### src/rtl/kv_cache_pkg.sv
// rtl/kv_cache_pkg.sv - shared sizing, line type and FSM encoding for the KV line fetcher
package kv_cache_pkg;

  localparam int KV_DATA_WIDTH = 32;
  localparam int KV_LINE_SIZE  = 4;

  function automatic int lineoffset_width(input int line_size);
    return (line_size > 1) ? $clog2(line_size) : 1;
  endfunction

  localparam int LINEOFFSET_WIDTH = lineoffset_width(KV_LINE_SIZE);

  typedef logic [KV_LINE_SIZE-1:0][KV_DATA_WIDTH-1:0] kv_line_t;

  typedef enum logic [1:0] {
    ST_IDLE  = 2'd0,
    ST_BURST = 2'd1,
    ST_DONE  = 2'd2
  } kv_fetch_state_e;

endpackage

### src/rtl/kv_fetch_credit.sv
// rtl/kv_fetch_credit.sv - outstanding-read counter that permits memory request issue
module kv_fetch_credit #(
  parameter int MAX_OUTSTANDING = 2
) (
  input  logic i_clk,
  input  logic i_rstn,
  input  logic i_issue,
  input  logic i_return,
  output logic o_permit
);

  localparam int CRW = $clog2(MAX_OUTSTANDING + 1);

  logic [CRW-1:0] cnt_q, cnt_d;

  always_comb begin
    cnt_d = cnt_q;
    if (i_issue && !i_return) begin
      cnt_d = cnt_q + CRW'(1);
    end else if (!i_issue && i_return) begin
      cnt_d = cnt_q - CRW'(1);
    end
  end

  // A returning beat frees its slot in the same cycle, so issue resumes on the return itself.
  assign o_permit = (cnt_q < CRW'(MAX_OUTSTANDING)) || i_return;

  always_ff @(posedge i_clk or negedge i_rstn) begin
    if (!i_rstn) begin
      cnt_q <= '0;
    end else begin
      cnt_q <= cnt_d;
    end
  end

endmodule

### src/rtl/kv_line_fetcher.sv
// rtl/kv_line_fetcher.sv - critical-word-first line refill engine for the KV cache fetch port
module kv_line_fetcher
  import kv_cache_pkg::*;
#(
  parameter int DATA_WIDTH      = 32,
  parameter int ADDR_WIDTH      = 32,
  parameter int LINE_SIZE       = 4,
  parameter int MAX_OUTSTANDING = 2
) (
  input  logic                                 i_clk,
  input  logic                                 i_rstn,
  input  logic [ADDR_WIDTH-1:0]                i_req_addr,
  input  logic                                 i_req_valid,
  output logic                                 o_req_ready,
  output logic [ADDR_WIDTH-1:0]                o_mem_addr,
  output logic                                 o_mem_valid,
  input  logic                                 i_mem_ready,
  input  logic [DATA_WIDTH-1:0]                i_mem_rdata,
  input  logic                                 i_mem_rvalid,
  output logic [LINE_SIZE-1:0][DATA_WIDTH-1:0] o_line_data,
  output logic                                 o_line_valid,
  input  logic                                 i_line_ready
);

  localparam int OW = lineoffset_width(LINE_SIZE);
  localparam int CW = OW + 1;

  kv_fetch_state_e                      state_q, state_d;
  logic [ADDR_WIDTH-OW-1:0]             base_q, base_d;
  logic [OW-1:0]                        start_q, start_d;
  logic [CW-1:0]                        issue_cnt_q, issue_cnt_d;
  logic [CW-1:0]                        resp_cnt_q, resp_cnt_d;
  logic [LINE_SIZE-1:0][DATA_WIDTH-1:0] line_q, line_d;
  logic                                 req_ready_q;
  logic                                 line_valid_q;

  logic          in_burst;
  logic          credit_ok;
  logic          mem_valid;
  logic          issue_fire;
  logic          resp_fire;
  logic          last_resp;
  logic [OW-1:0] issue_off;
  logic [OW-1:0] resp_off;

  assign in_burst   = (state_q == ST_BURST);
  assign resp_fire  = in_burst && i_mem_rvalid;
  assign mem_valid  = in_burst && (issue_cnt_q != CW'(LINE_SIZE)) && credit_ok;
  assign issue_fire = mem_valid && i_mem_ready;
  assign last_resp  = resp_fire && (resp_cnt_q == CW'(LINE_SIZE - 1));

  // Offsets wrap naturally in OW bits; the base half of the address never moves.
  assign issue_off = start_q + issue_cnt_q[OW-1:0];
  assign resp_off  = start_q + resp_cnt_q[OW-1:0];

  kv_fetch_credit #(
    .MAX_OUTSTANDING(MAX_OUTSTANDING)
  ) u_credit (
    .i_clk    (i_clk),
    .i_rstn   (i_rstn),
    .i_issue  (issue_fire),
    .i_return (resp_fire),
    .o_permit (credit_ok)
  );

  always_comb begin
    state_d     = state_q;
    base_d      = base_q;
    start_d     = start_q;
    issue_cnt_d = issue_cnt_q;
    resp_cnt_d  = resp_cnt_q;
    line_d      = line_q;
    case (state_q)
      ST_IDLE: begin
        if (i_req_valid && req_ready_q) begin
          state_d     = ST_BURST;
          base_d      = i_req_addr[ADDR_WIDTH-1:OW];
          start_d     = i_req_addr[OW-1:0];
          issue_cnt_d = '0;
          resp_cnt_d  = '0;
        end
      end
      ST_BURST: begin
        if (issue_fire) begin
          issue_cnt_d = issue_cnt_q + CW'(1);
        end
        if (resp_fire) begin
          line_d[resp_off] = i_mem_rdata;
          resp_cnt_d       = resp_cnt_q + CW'(1);
        end
        if (last_resp) begin
          state_d = ST_DONE;
        end
      end
      ST_DONE: begin
        if (line_valid_q && i_line_ready) begin
          state_d = ST_IDLE;
        end
      end
      default: state_d = ST_IDLE;
    endcase
  end

  always_ff @(posedge i_clk or negedge i_rstn) begin
    if (!i_rstn) begin
      state_q      <= ST_IDLE;
      base_q       <= '0;
      start_q      <= '0;
      issue_cnt_q  <= '0;
      resp_cnt_q   <= '0;
      line_q       <= '0;
      req_ready_q  <= 1'b1;
      line_valid_q <= 1'b0;
    end else begin
      state_q      <= state_d;
      base_q       <= base_d;
      start_q      <= start_d;
      issue_cnt_q  <= issue_cnt_d;
      resp_cnt_q   <= resp_cnt_d;
      line_q       <= line_d;
      req_ready_q  <= (state_d == ST_IDLE);
      line_valid_q <= (state_d == ST_DONE);
    end
  end

  assign o_req_ready  = req_ready_q;
  assign o_mem_valid  = mem_valid;
  assign o_mem_addr   = {base_q, issue_off};
  assign o_line_data  = line_q;
  assign o_line_valid = line_valid_q;

endmodule

### config.mk
export PLATFORM = sky130hd
export DESIGN_NAME = kv_line_fetcher
export DESIGN_NICKNAME = d
export VERILOG_FILES = /design/src/rtl/kv_cache_pkg.sv /design/src/rtl/kv_fetch_credit.sv /design/src/rtl/kv_line_fetcher.sv
export SDC_FILE = /design/constraint.sdc
export NUM_CORES = 1
export LEC_CHECK = 0
export CELL_PAD_IN_SITES_DETAIL_PLACEMENT = 1
export CELL_PAD_IN_SITES_GLOBAL_PLACEMENT = 1
export CORE_ASPECT_RATIO = 0.7
export CORE_MARGIN = 4
export CORE_UTILIZATION = 39
export DETAILED_ROUTE_END_ITERATION = 12
export PLACE_DENSITY = 0.82
export SLEW_MARGIN = 20
export SYNTH_ARGS = -nofsm -noshare
export SYNTH_HDL_FRONTEND = slang
export SYNTH_HIERARCHICAL = 1
export SYNTH_SLANG_ARGS = --single-unit
### constraint.sdc
create_clock -name i_clk -period 3.7 [get_ports i_clk]
set_input_delay 0.37 -clock i_clk [delete_from_list [all_inputs] [get_ports i_clk]]
set_output_delay 0.37 -clock i_clk [all_outputs]
set_load 0.1 [all_outputs]
==> results.py <==
metrics = {
    "placed_design": {
        "dp_hpwl_um": 13470,
        "gp_congestion": 0.7850,
        "port_buffers": 232,
    },
    "cts": {
        "cts_buffers": 17,
        "cts_buffer_depth": 2,
        "cts.hold.buffers_added": 0,
        "htreeDepth": 4,
        "cts_post_setup_buffers_inserted": 0,
        "cts_tree": "yes",
        "clk-insertion-delay-late_ns": 0.42,
        "root_buffer": "clkbuf_16",
        "path_clk_slew_ns": 0.07,
        "cts_resized": 0,
        "cts_sinks": 172,
    },
    "worst_setup_path": {
        "max_stage_delay_ns": 0.50,
        "cp_slowest_cell": "dfrtp_1",
        "arrival_ns": 2.74,
        "crit_top_cell": "inv_1",
        "cp_cell_sequence": "nand3b_1, inv_1, inv_1, nand2_1, a21boi_0, and2_1, buf_4",
        "end_kind": "primary output",
        "startpoint_type": "flip-flop",
        "path_class": "reg -> out",
        "required_ns": 3.33,
        "cp_max_fo": 9,
        "critical-path-top-delay-family": "simple AND/OR/NAND/NOR gates",
        "critPathBufInv": 3,
    },
    "yosys": {
        "ys_ff_latch": 172,
        "synthCells": 407,
        "synth_ff_type": "dfrtp_1",
        "syn_area_per_cell_um2": 16.38,
        "synthDistinctLibCells": 34,
        "synth_warnings": 6,
        "syn_nets": 484,
        "async_flop_share": 1.000,
        "syn_area_um2": 6666,
        "synth-edff-count": 0,
        "synth_seq_area_share": 0.6458,
    },
    "global_route": {
        "grt_usage": 0.1965,
        "grt_pass1_wl_um": 29470,
        "grt_overflow_total": 0,
        "grt_max_degree": 94,
        "grt_pass1_vias": 5046,
        "antenna_found_initial": 0,
    },
    "timing": {
        "worst_clock_skew_ns": 0.007765,
        "report.final.hold_viol_count": 0,
        "worstMarginPinSlew_ns": 1.048,
        "maxSlewHeadroom": 0.2989,
        "period_needed_ns": 3.110,
        "fmax_mhz": 321.5,
        "slew_viol_final": 0,
        "finalSetupViolations": 0,
        "fin_setup_tns_ns": 0,
        "rsz0062_at_grt": "false",
        "finalCritPeriodShare": 0.8406,
    },
    "die": {
        "fp.dieW_um": 164.3,
        "coreArea_um2": 16540,
        "io_pins": 233,
        "die_area_um2": 19280,
        "die_h_um": 117.4,
        "initial_utilization": 0.4030,
        "row_count": 39,
    },
    "drt": {
        "drt_iter0_drc": 158,
        "route.met2.wl_um": 9307,
        "firstDrtPassIters": 7,
        "drc_errors": 0,
        "wl_met3_um": 1419,
        "m1WireLength_um": 7594,
        "wl_per_cell_um": 20.79,
        "top_layer_used": "met4",
        "vias_per_cell": 4.887,
        "num_vias": 4340,
        "ant_nets": 0,
        "wirelength_um": 18460,
    },
    "flow_run": {
        "maxCapViolations": 0,
    },
    "run_status": {
        "status": "complete, no violations",
    },
    "finish": {
        "num_antenna_cells": 0,
        "drive_gt1_frac": 0.3092,
        "final_nets": 727,
        "synthToLayoutAreaGrowth_pct": 47.32,
    },
    "worst_hold_path": {
        "hold_path.class": "in -> async",
    },
}
[area by class of cell]
| class | instances | area (um2) |
|---|---|---|
| fill | 1561 | 6721 |
| sequential | 172 | 4305 |
| timing repair buffer | 242 | 2394 |
| multi-input combinational | 211 | 2245 |
| clock buffer | 20 | 466.7 |
| tap | 225 | 281.5 |
| clock inverter | 12 | 106.4 |
| inverter | 6 | 22.52 |
[placed cells by master (no fill, tap or decap), types with 2 or more instances in the layout]
cell,synthesis,routed
clkinvlp_4,0,3
mux2_2,153,153
ha_1,7,7
inv_1,6,6
a32o_1,2,2
inv_8,0,2
mux2_1,8,8
clkbuf_8,0,3
nand2_1,6,6
nor2_1,3,3
clkdlybuf4s50_1,0,229
buf_4,3,12
o221ai_1,2,2
nand4_1,3,3
dfrtp_1,171,171
clkinv_4,0,5
xor2_1,2,2
clkbuf_16,0,17
inv_6,0,2
xnor2_1,3,3
nand3b_1,2,2
a21oi_1,5,5
[Yosys cell counts (2+ instances only)]
master / count / area share
nand4_1: 3 / 0.0028
a32o_1: 2 / 0.0030
nand3b_1: 2 / 0.0023
buf_2: 11 / 0.0083
dfrtp_1: 171 / 0.64
ha_1: 7 / 0.013
nor2_1: 3 / 0.0017
xnor2_1: 3 / 0.0039
o221ai_1: 2 / 0.0026
mux2_2: 153 / 0.26
xor2_1: 2 / 0.0026
a21oi_1: 5 / 0.0038
nand2_1: 6 / 0.0034
buf_6: 3 / 0.0051
mux2_1: 8 / 0.014
buf_4: 3 / 0.0034
inv_1: 6 / 0.0034
[worst reg2reg max path, cell delays in order, from the launching register on]
cell      delay (ns)
dfrtp_1         0.50
nand3b_1        0.41
inv_1           0.28
inv_1           0.10
nand2_1         0.09
a21boi_0        0.43
and3_1          0.23
ha_1            0.17
xor2_1          0.15
nor2_1          0.07
xor2_1          0.14
[state kept, by name (all words and copies together) (netlist names), 2 cells and up]
register,flops
start_q,2
resp_cnt_q,3
u_credit/cnt_q,2
o_line_data,128
base_q,30
state_q,2
issue_cnt_q,3
[cells by family (layout without fill, tap and decap cells)]
group           count (synthesis)  count (layout)  synth area share
xor+xnor                        6               6           0.01014
fa+ha+maj                       7               7           0.01314
buf+inv                        24             280           0.02064
compound gates                 15              15           0.01633
flops                         172             172            0.6458
mux                           161             161            0.2720
simple gates                   22              22           0.02196
[per-layer routing]
metal	up-vias	track usage
met1	2252	0.2417
met4	0	0.04191
met5	-	0
li1	1941	-
met2	134	0.3299
met3	13	0.07468
[path summary, 6_finish.rpt]
kind,depth (start not counted),end,slack (ns),startpoint
max,7,o_mem_valid,0.59,state_q[1]
max in group asynchronous,2,o_line_data[102],2.70,i_rstn
min reg2reg,1,u_credit/cnt_q[1],0.48,u_credit/cnt_q[1]
min in group i_clk,1,u_credit/cnt_q[1],0.48,u_credit/cnt_q[1]
max reg2reg,10,u_credit/cnt_q[1],1.01,state_q[1]
min,1,o_line_data[24],0.02,i_rstn
[through the flow]
stage	worst slack, ns	std cells	hold slack (ns)	instance area, um2	utilization
2_1_floorplan	1.054	407	0.07441	6666	-
3_3_place_gp	0.8382	856	0.4613	9248	0.5590
3_5_place_dp	0.7247	856	0.4721	9248	0.5590
4_1_cts	0.5827	888	0.05255	9821	0.5937
5_1_grt	0.3389	888	0.08812	9821	0.5937
6_report	0.5899	888	0.02154	9821	0.5937
Power is not shown: default switching activity piles up to over one toggle a cycle in this logic, so the estimate is an artifact.
